## src/rtl/bank_counter_sequencer.sv

```systemverilog
// Control sequencer for the BANK_COUNTER_32X32 strobes: clear, N sample/accumulate beats per phase, latch, done.
// Latency: Clr 1 cycle after start, Latch N+3 (single phase) or 2N+3 (dual phase), done one cycle after Latch.
// Backpressure: stall freezes RUN_POS/RUN_NEG/DRAIN with no beat lost or repeated; start/buf_clr_req only taken in IDLE.
//
// Ports:
//   CLK, RESET                 clock, synchronous active-high reset
//   start, num_samples,        run request with beat count per phase and phase mode,
//   dual_phase                 all captured when start is accepted (ready=1)
//   buf_clr_req                one BnkCtr_Buffer_Clr pulse on the next cycle, honoured in IDLE only
//   stall                      freeze request while sampling/draining
//   SA_Latch, BnkCtr_En,       array control strobes; En and comp_positive_phase come
//   BnkCtr_Clr, BnkCtr_Latch,  from a one-deep pipeline so each accumulate carries the
//   BnkCtr_Buffer_Clr,         phase of its own sample
//   comp_positive_phase
//   ready, busy, done          IDLE indicator, not-IDLE indicator, one-cycle completion pulse
module bank_counter_sequencer #(
  parameter int CNT_W = 10
) (
  input  logic             CLK,
  input  logic             RESET,
  input  logic             start,
  output logic             ready,
  input  logic [CNT_W-1:0] num_samples,
  input  logic             dual_phase,
  input  logic             buf_clr_req,
  input  logic             stall,
  output logic             SA_Latch,
  output logic             BnkCtr_En,
  output logic             BnkCtr_Clr,
  output logic             BnkCtr_Latch,
  output logic             BnkCtr_Buffer_Clr,
  output logic             comp_positive_phase,
  output logic             busy,
  output logic             done
);

  typedef enum logic [2:0] {
    ST_IDLE,
    ST_CLR,
    ST_RUN_POS,
    ST_RUN_NEG,
    ST_DRAIN,
    ST_LATCH,
    ST_DONE
  } state_t;

  state_t           state_q, state_d;
  logic [CNT_W-1:0] cnt_q, cnt_d;
  logic [CNT_W-1:0] n_q, n_d;
  logic             dual_q, dual_d;
  logic             phase_q, phase_d;
  logic             pipe_vld_q;
  logic             pipe_ph_q;
  logic             buf_clr_q;

  logic             in_run;
  logic             stall_eff;
  logic             last_beat;
  logic             sa_latch_c;

  assign in_run     = (state_q == ST_RUN_POS) || (state_q == ST_RUN_NEG);
  assign stall_eff  = stall && (in_run || (state_q == ST_DRAIN));
  // n_q is never zero while sampling (CLR routes N=0 straight to LATCH), so N-1 cannot wrap.
  assign last_beat  = (cnt_q == (n_q - CNT_W'(1)));
  assign sa_latch_c = in_run && !stall;

  // Next-state, counter and captured-config logic.
  always_comb begin
    state_d = state_q;
    cnt_d   = cnt_q;
    n_d     = n_q;
    dual_d  = dual_q;
    phase_d = phase_q;
    unique case (state_q)
      ST_IDLE: begin
        if (start) begin
          state_d = ST_CLR;
          n_d     = num_samples;
          dual_d  = dual_phase;
        end
      end
      ST_CLR: begin
        cnt_d   = '0;
        phase_d = 1'b1;
        state_d = (n_q == '0) ? ST_LATCH : ST_RUN_POS;
      end
      ST_RUN_POS: begin
        if (!stall) begin
          if (last_beat) begin
            cnt_d = '0;
            if (dual_q) begin
              state_d = ST_RUN_NEG;
              phase_d = 1'b0;
            end else begin
              state_d = ST_DRAIN;
            end
          end else begin
            cnt_d = cnt_q + CNT_W'(1);
          end
        end
      end
      ST_RUN_NEG: begin
        if (!stall) begin
          if (last_beat) begin
            cnt_d   = '0;
            state_d = ST_DRAIN;
          end else begin
            cnt_d = cnt_q + CNT_W'(1);
          end
        end
      end
      ST_DRAIN: begin
        if (!stall) begin
          state_d = ST_LATCH;
          // Restore the positive phase now so the pipeline carries 1 back into IDLE.
          phase_d = 1'b1;
        end
      end
      ST_LATCH: state_d = ST_DONE;
      ST_DONE:  state_d = ST_IDLE;
      default:  state_d = ST_IDLE;
    endcase
  end

  always_ff @(posedge CLK) begin
    if (RESET) begin
      state_q    <= ST_IDLE;
      cnt_q      <= '0;
      n_q        <= '0;
      dual_q     <= 1'b0;
      phase_q    <= 1'b1;
      pipe_vld_q <= 1'b0;
      pipe_ph_q  <= 1'b1;
      buf_clr_q  <= 1'b0;
    end else begin
      state_q   <= state_d;
      cnt_q     <= cnt_d;
      n_q       <= n_d;
      dual_q    <= dual_d;
      phase_q   <= phase_d;
      buf_clr_q <= (state_q == ST_IDLE) && buf_clr_req;
      // Sample-to-accumulate pipeline; holds across a stall so the pending En survives it.
      if (!stall_eff) begin
        pipe_vld_q <= sa_latch_c;
        pipe_ph_q  <= phase_q;
      end
    end
  end

  assign ready               = (state_q == ST_IDLE);
  assign busy                = (state_q != ST_IDLE);
  assign SA_Latch            = sa_latch_c;
  assign BnkCtr_En           = pipe_vld_q && !stall_eff;
  assign comp_positive_phase = pipe_ph_q;
  assign BnkCtr_Clr          = (state_q == ST_CLR);
  assign BnkCtr_Latch        = (state_q == ST_LATCH);
  assign BnkCtr_Buffer_Clr   = buf_clr_q;
  assign done                = (state_q == ST_DONE);

endmodule

```

## config.mk

```make
export PLATFORM = sky130hd
export DESIGN_NAME = bank_counter_sequencer
export DESIGN_NICKNAME = d
export VERILOG_FILES = /design/src/rtl/bank_counter_sequencer.sv
export SDC_FILE = /design/constraint.sdc
export NUM_CORES = 1
export LEC_CHECK = 0
export CORE_UTILIZATION = 56
export CTS_CLUSTER_SIZE = 30
export DETAILED_ROUTE_END_ITERATION = 8
export DONT_BUFFER_PORTS = 1
export MAX_ROUTING_LAYER = met4
export PLACE_DENSITY_LB_ADDON = 0.25
export SKIP_CTS_REPAIR_TIMING = 1
export SYNTH_ARGS = -nofsm -noshare
export SYNTH_HDL_FRONTEND = slang
export SYNTH_SLANG_ARGS = --single-unit
export TNS_END_PERCENT = 50
```

## constraint.sdc

```tcl
create_clock -name CLK -period 2.7 [get_ports CLK]
set_input_delay 0.27 -clock CLK [delete_from_list [all_inputs] [get_ports CLK]]
set_output_delay 0.27 -clock CLK [all_outputs]
set_load 0.05 [all_outputs]
```

======== Word-level counts from Yosys, hierarchy flattened ========
Cells that the tools add are included.
Widths: inputs -> output; s select.
storage, ports and cells
  bits in registers ....................... 28
  output and inout bits ................... 9
  logic and storage cells ................. 60
operators by class
  add/subtract/negate cells ............... 2
  equality and inequality tests ........... 15
  mux-type cells .......................... 17
  reduce and logical (&&, ||, !) cells .... 18
operators with widths
  kind                   count
  $mux 3                 8
  $mux 10                2
  $pmux 10 s2            1
  $pmux 3 s6             1
  $ne 2x2->1 const B     8
  $add 10x1->10 const B  1
  $eq 10x10->1           1
  $logic_not 10->1       1
  $sub 10x1->10 const B  1
  $eq 3x3->1 const B     3
  $eq 3x2->1 const B     2
  $reduce_and 6->1       1
  $reduce_bool 3->1      2
  $reduce_and 5->1       1
  $logic_and 1x1->1      4
  $mux 1                 4
  $reduce_and 2->1       2
  $eq 3x1->1 const B     1
  $logic_not 3->1        1
  $pmux 1 s3             1
  $logic_not 1->1        2
  $logic_or 1x1->1       2
  $reduce_bool 2->1      1
  $reduce_or 2->1        1

======== Logic depth before layout (Yosys ltp) ========
  depth in word-level cells ............... 6
  mapped depth ............................ 9
  mapped depth without buffers ............ 8

======== Worst setup path after synthesis ========
No wires, ideal clock.
  path kind ............................... reg2reg
  start ................................... reg n_q[0]
  end ..................................... reg phase_q
  arrival time ............................ 2468 ps
  data required time ...................... 2578 ps
  slack ................................... 110 ps
  cell stages (with the launch flop) ...... 9
  path through ............................ dfxtp_1 -> inv_1 -> ha_1 -> or3b_4 -> or4_1 -> a2111oi_0 -> and4_2 -> nand3_2 -> a221o_1
on the way
  cells in the longest elaborated chain, start to end .. 4
RTL lines
  what                               line  source
  start, declared                    49    logic [CNT_W-1:0] n_q, n_d;
  start signal, assigned             138   n_q <= n_d;
  $sub 10x1->10                      64    assign last_beat = (cnt_q == (n_q - CNT_W'(1)));
  $eq 10x10->1                       64
  $ne 2x2->1 (no source line)        -
  $reduce_and 5->1 (no source line)  -
  end signal, assigned               140   phase_q <= phase_d;
  end, declared                      51    logic phase_q, phase_d;
Every way passes these cells.
A chain may end at the register's enable or synchronous reset.

======== Final worst setup path ========
  start ................................... reg n_q[0]
  end ..................................... reg cnt_q[8]
on the way
  cells in the longest elaborated chain, start to end .. 5
RTL lines
  what                  line     source
  $sub 10x1->10         64
  $eq 10x10->1          64
  $mux 10               89, 104
  $mux 10               88       if (!stall) begin
  $pmux 10 s2           74       unique case (state_q)
  end signal, assigned  137      cnt_q <= cnt_d;
  end, declared         48       logic [CNT_W-1:0] cnt_q, cnt_d;
Every way passes these cells. The select of a mux whose other input is x is not followed.

==> metrics.cfg <==
[status]
status = complete, but fails checks
violations = DRC

[timing]
max_freq_ghz = 0.389
setup_ws_ns = 0.132
fin_skew_ns = 0.00720
totalNegativeSetupSlack_ns = 0
hold_violations = 0
rsz0062_at_grt = false
min_period_ns = 2.57
setup_viol = 0
fin_crit_sh_pct = 95.1
tightest_slew_ns = 0.972
slew_violations = 0
maxSlewHeadroom_pct = 34.4

[synth]
synthCells = 218
synth_xor_area_share_pct = 9.38
synth_area_um2 = 1680
ys_types = 45
synth_compound_gate_area_share_pct = 19.6
synthAdderAreaFrac_pct = 2.23
netlist.area_leader.share_pct = 33.3
yosys_warnings = 0
synth_edf_count = 0
yosys-top-cells-area = dfxtp_1 33%, nand2_1 7.1%, xnor2_1 5.7%
synthSimpleGateAreaFrac_pct = 30.6
synthMuxAreaShare_pct = 0
synth_most_common_cell = nand2_1
synth_top_family_by_area = simple AND/OR/NAND/NOR gates
synth_nets = 237
synth_ff_type = dfxtp_1
ys_ff_latch = 28
ys_async_sr_fraction_pct = 0
ys_top_cells_by_count = 32 x nand2_1, 28 x dfxtp_1, 18 x nor2_1
postSynthAreaPerCell_um2 = 7.71
yosysTopAreaCell = dfxtp_1
seq_area_frac_synth_pct = 33.3

[floorplanning]
dieArea_um2 = 3230
die_w_um = 56.8
start_util_pct = 59.9
io_pins = 25
die_height_um = 56.8
num_rows = 19
core-area_um2 = 2810

[worst_setup_path]
endpoint = cnt_q[8]
startpoint = n_q[0]
cpPeakStageDelay_ns = 0.50
cp.depth = 8
worst_setup_path_end_kind = flip-flop
rr_endpoint = cnt_q[8]
worstReg2RegStart = n_q[0]
critPathSlowestCell = or4_4
path_class = reg2reg
cp-start-kind = flip-flop
cp.arrival_ns = 2.76
crit_buf_inv = 1
r2r_cells = 8
crit_fanout = 11
crit_required_ns = 2.90
r2r_setup_slack_ns = 0.13
cp_cell_sequence = inv_1 > ha_1 > or3b_4 > or4_4 > a2111oi_4 > and4_4 > a21o_2 > a211oi_1
path_delay_family = simple AND/OR/NAND/NOR gates

[clocking]
clockBufferDepth = 2
clockRootBuffer = clkbuf_4
cts_tree = built
cts_buffers = 3
clkSlewWorstSetupHoldPaths_ns = 0.14
clk_latency_ns = 0.34
cts-htree-levels = 1
clock-sinks = 28

[global_routing]
grt_overflow = 0
grt_max_degree = 34
grt_pass1_vias = 1487
grt_pass1_wl_mm = 6.35
grtUsageTotal_pct = 26.0
grt_antenna_before_repair = 0

[detailed_routing]
ant_nets = 0
routed.top_layer = met4
wl_per_cell_um = 15.9
vias = 1557
routedLengthMet1_mm = 1.69
first_iter_violations = 110
wl_mm = 3.91
dr_wl_met2_mm = 1.95
drcViolationCount = 2
wl_met3_um = 143
firstDrtPassIters = 6
vias_per_cell = 6.33

[flow_run]
drv_cap = 0

[final_layout]
finalNetCount = 236
multi_input_area_um2 = 1060
n_fill_cell = 254
area_growth_pct = 4.98
final_area_um2 = 1770
antenna_cells = 0
final_layout_size_suffix_gt1_share_pct = 7.91
regArea_um2 = 561

[power]
ir_worst_vdd_v = 0.000482
leakagePower_nw = 0.626
p_per_area_nw_per_um2 = 976

[placed_design]
io_buffers = 0
postPlaceCellArea_um2 = 1710
pre_cts_slack_ns = 0.0223
place_hpwl_mm = 2.84
gp_congestion = 0.871

[min_path]
min_path_type = in2reg

[area by class of cell]
cell class                 count  area share, %
sequential                    28           31.8
tap                           31           2.20
inverter                       7           1.49
clock buffer                   3           1.28
timing repair buffer           7           3.12
multi-input combinational    170           60.2
[worst register-to-register path: stages (launching register included)]
cell       delay (ns)
dfxtp_1          0.34
inv_1            0.08
ha_1             0.16
or3b_4           0.39
or4_4            0.50
a2111oi_4        0.29
and4_4           0.29
a21o_2           0.27
a211oi_1         0.12
[state kept, by name (all words and copies together), names as in the netlist]
register / flops
dual_q: 1
phase_q: 1
cnt_q: 10
pipe_vld_q: 1
state_q: 3
BnkCtr_Buffer_Clr: 1
n_q: 10
comp_positive_phase: 1
[metal layers]
| metal | global-route usage [%] | vias up |
|---|---|---|
| met4 | 15.3 | 0 |
| met2 | 43.5 | 33 |
| met5 | - | - |
| met3 | 3.46 | 11 |
| li1 | - | 771 |
| met1 | 29.6 | 742 |
[cells in the final DEF, fill, tap and decap left out, types with 4 or more instances in the layout]
cell type / Yosys / layout
nand2_1: 32 / 32
dfxtp_1: 28 / 28
nor2_1: 18 / 18
a21oi_1: 15 / 15
xnor2_1: 11 / 11
o21ai_0: 9 / 9
a211oi_1: 8 / 8
inv_1: 7 / 7
xor2_1: 7 / 7
nand4_1: 7 / 7
buf_4: 0 / 6
nor2b_1: 5 / 5
a31oi_1: 5 / 5
nand2b_1: 4 / 4
nand3_1: 4 / 4
[through the flow]
stage	hold WS, ns	std cells	power (mW)	util [%]
floorplan	0.406	218	1.34	-
finish	0.0215	246	1.72	62.9
detailed placement	0.346	242	1.51	60.9
CTS	-0.0375	245	1.69	61.7
global placement	0.344	242	1.47	60.9
global route	0.00262	246	1.85	62.9
[where the power goes]
group          switching, mW  internal (mW)  leakage, nW
Clock                  0.123         0.0527       0.0138
Sequential             0.128          0.475        0.228
Combinational          0.628          0.317        0.384
Total                  0.878          0.844        0.626
[how the worst min path moves through the flow]
stage	from	slack, ns	depth (start not counted)	to
after CTS	RESET	-0.04	1	n_q[9]
after floorplan	num_samples[8]	0.41	2	n_q[8]
after detailed placement	RESET	0.35	1	n_q[9]
after global placement	RESET	0.34	1	n_q[2]
final	RESET	0.02	1	phase_q
after global routing	RESET	0.003	1	cnt_q[1]
[kinds of logic (layout without fill, tap and decap cells)]
family / after synthesis / count (layout)
compound gates: 51 / 51
flops: 28 / 28
simple gates: 98 / 98
buf+inv: 20 / 17
fa+ha+maj: 3 / 3
xor+xnor: 18 / 18
No activity file was read; power rests on OpenSTA's default activity.
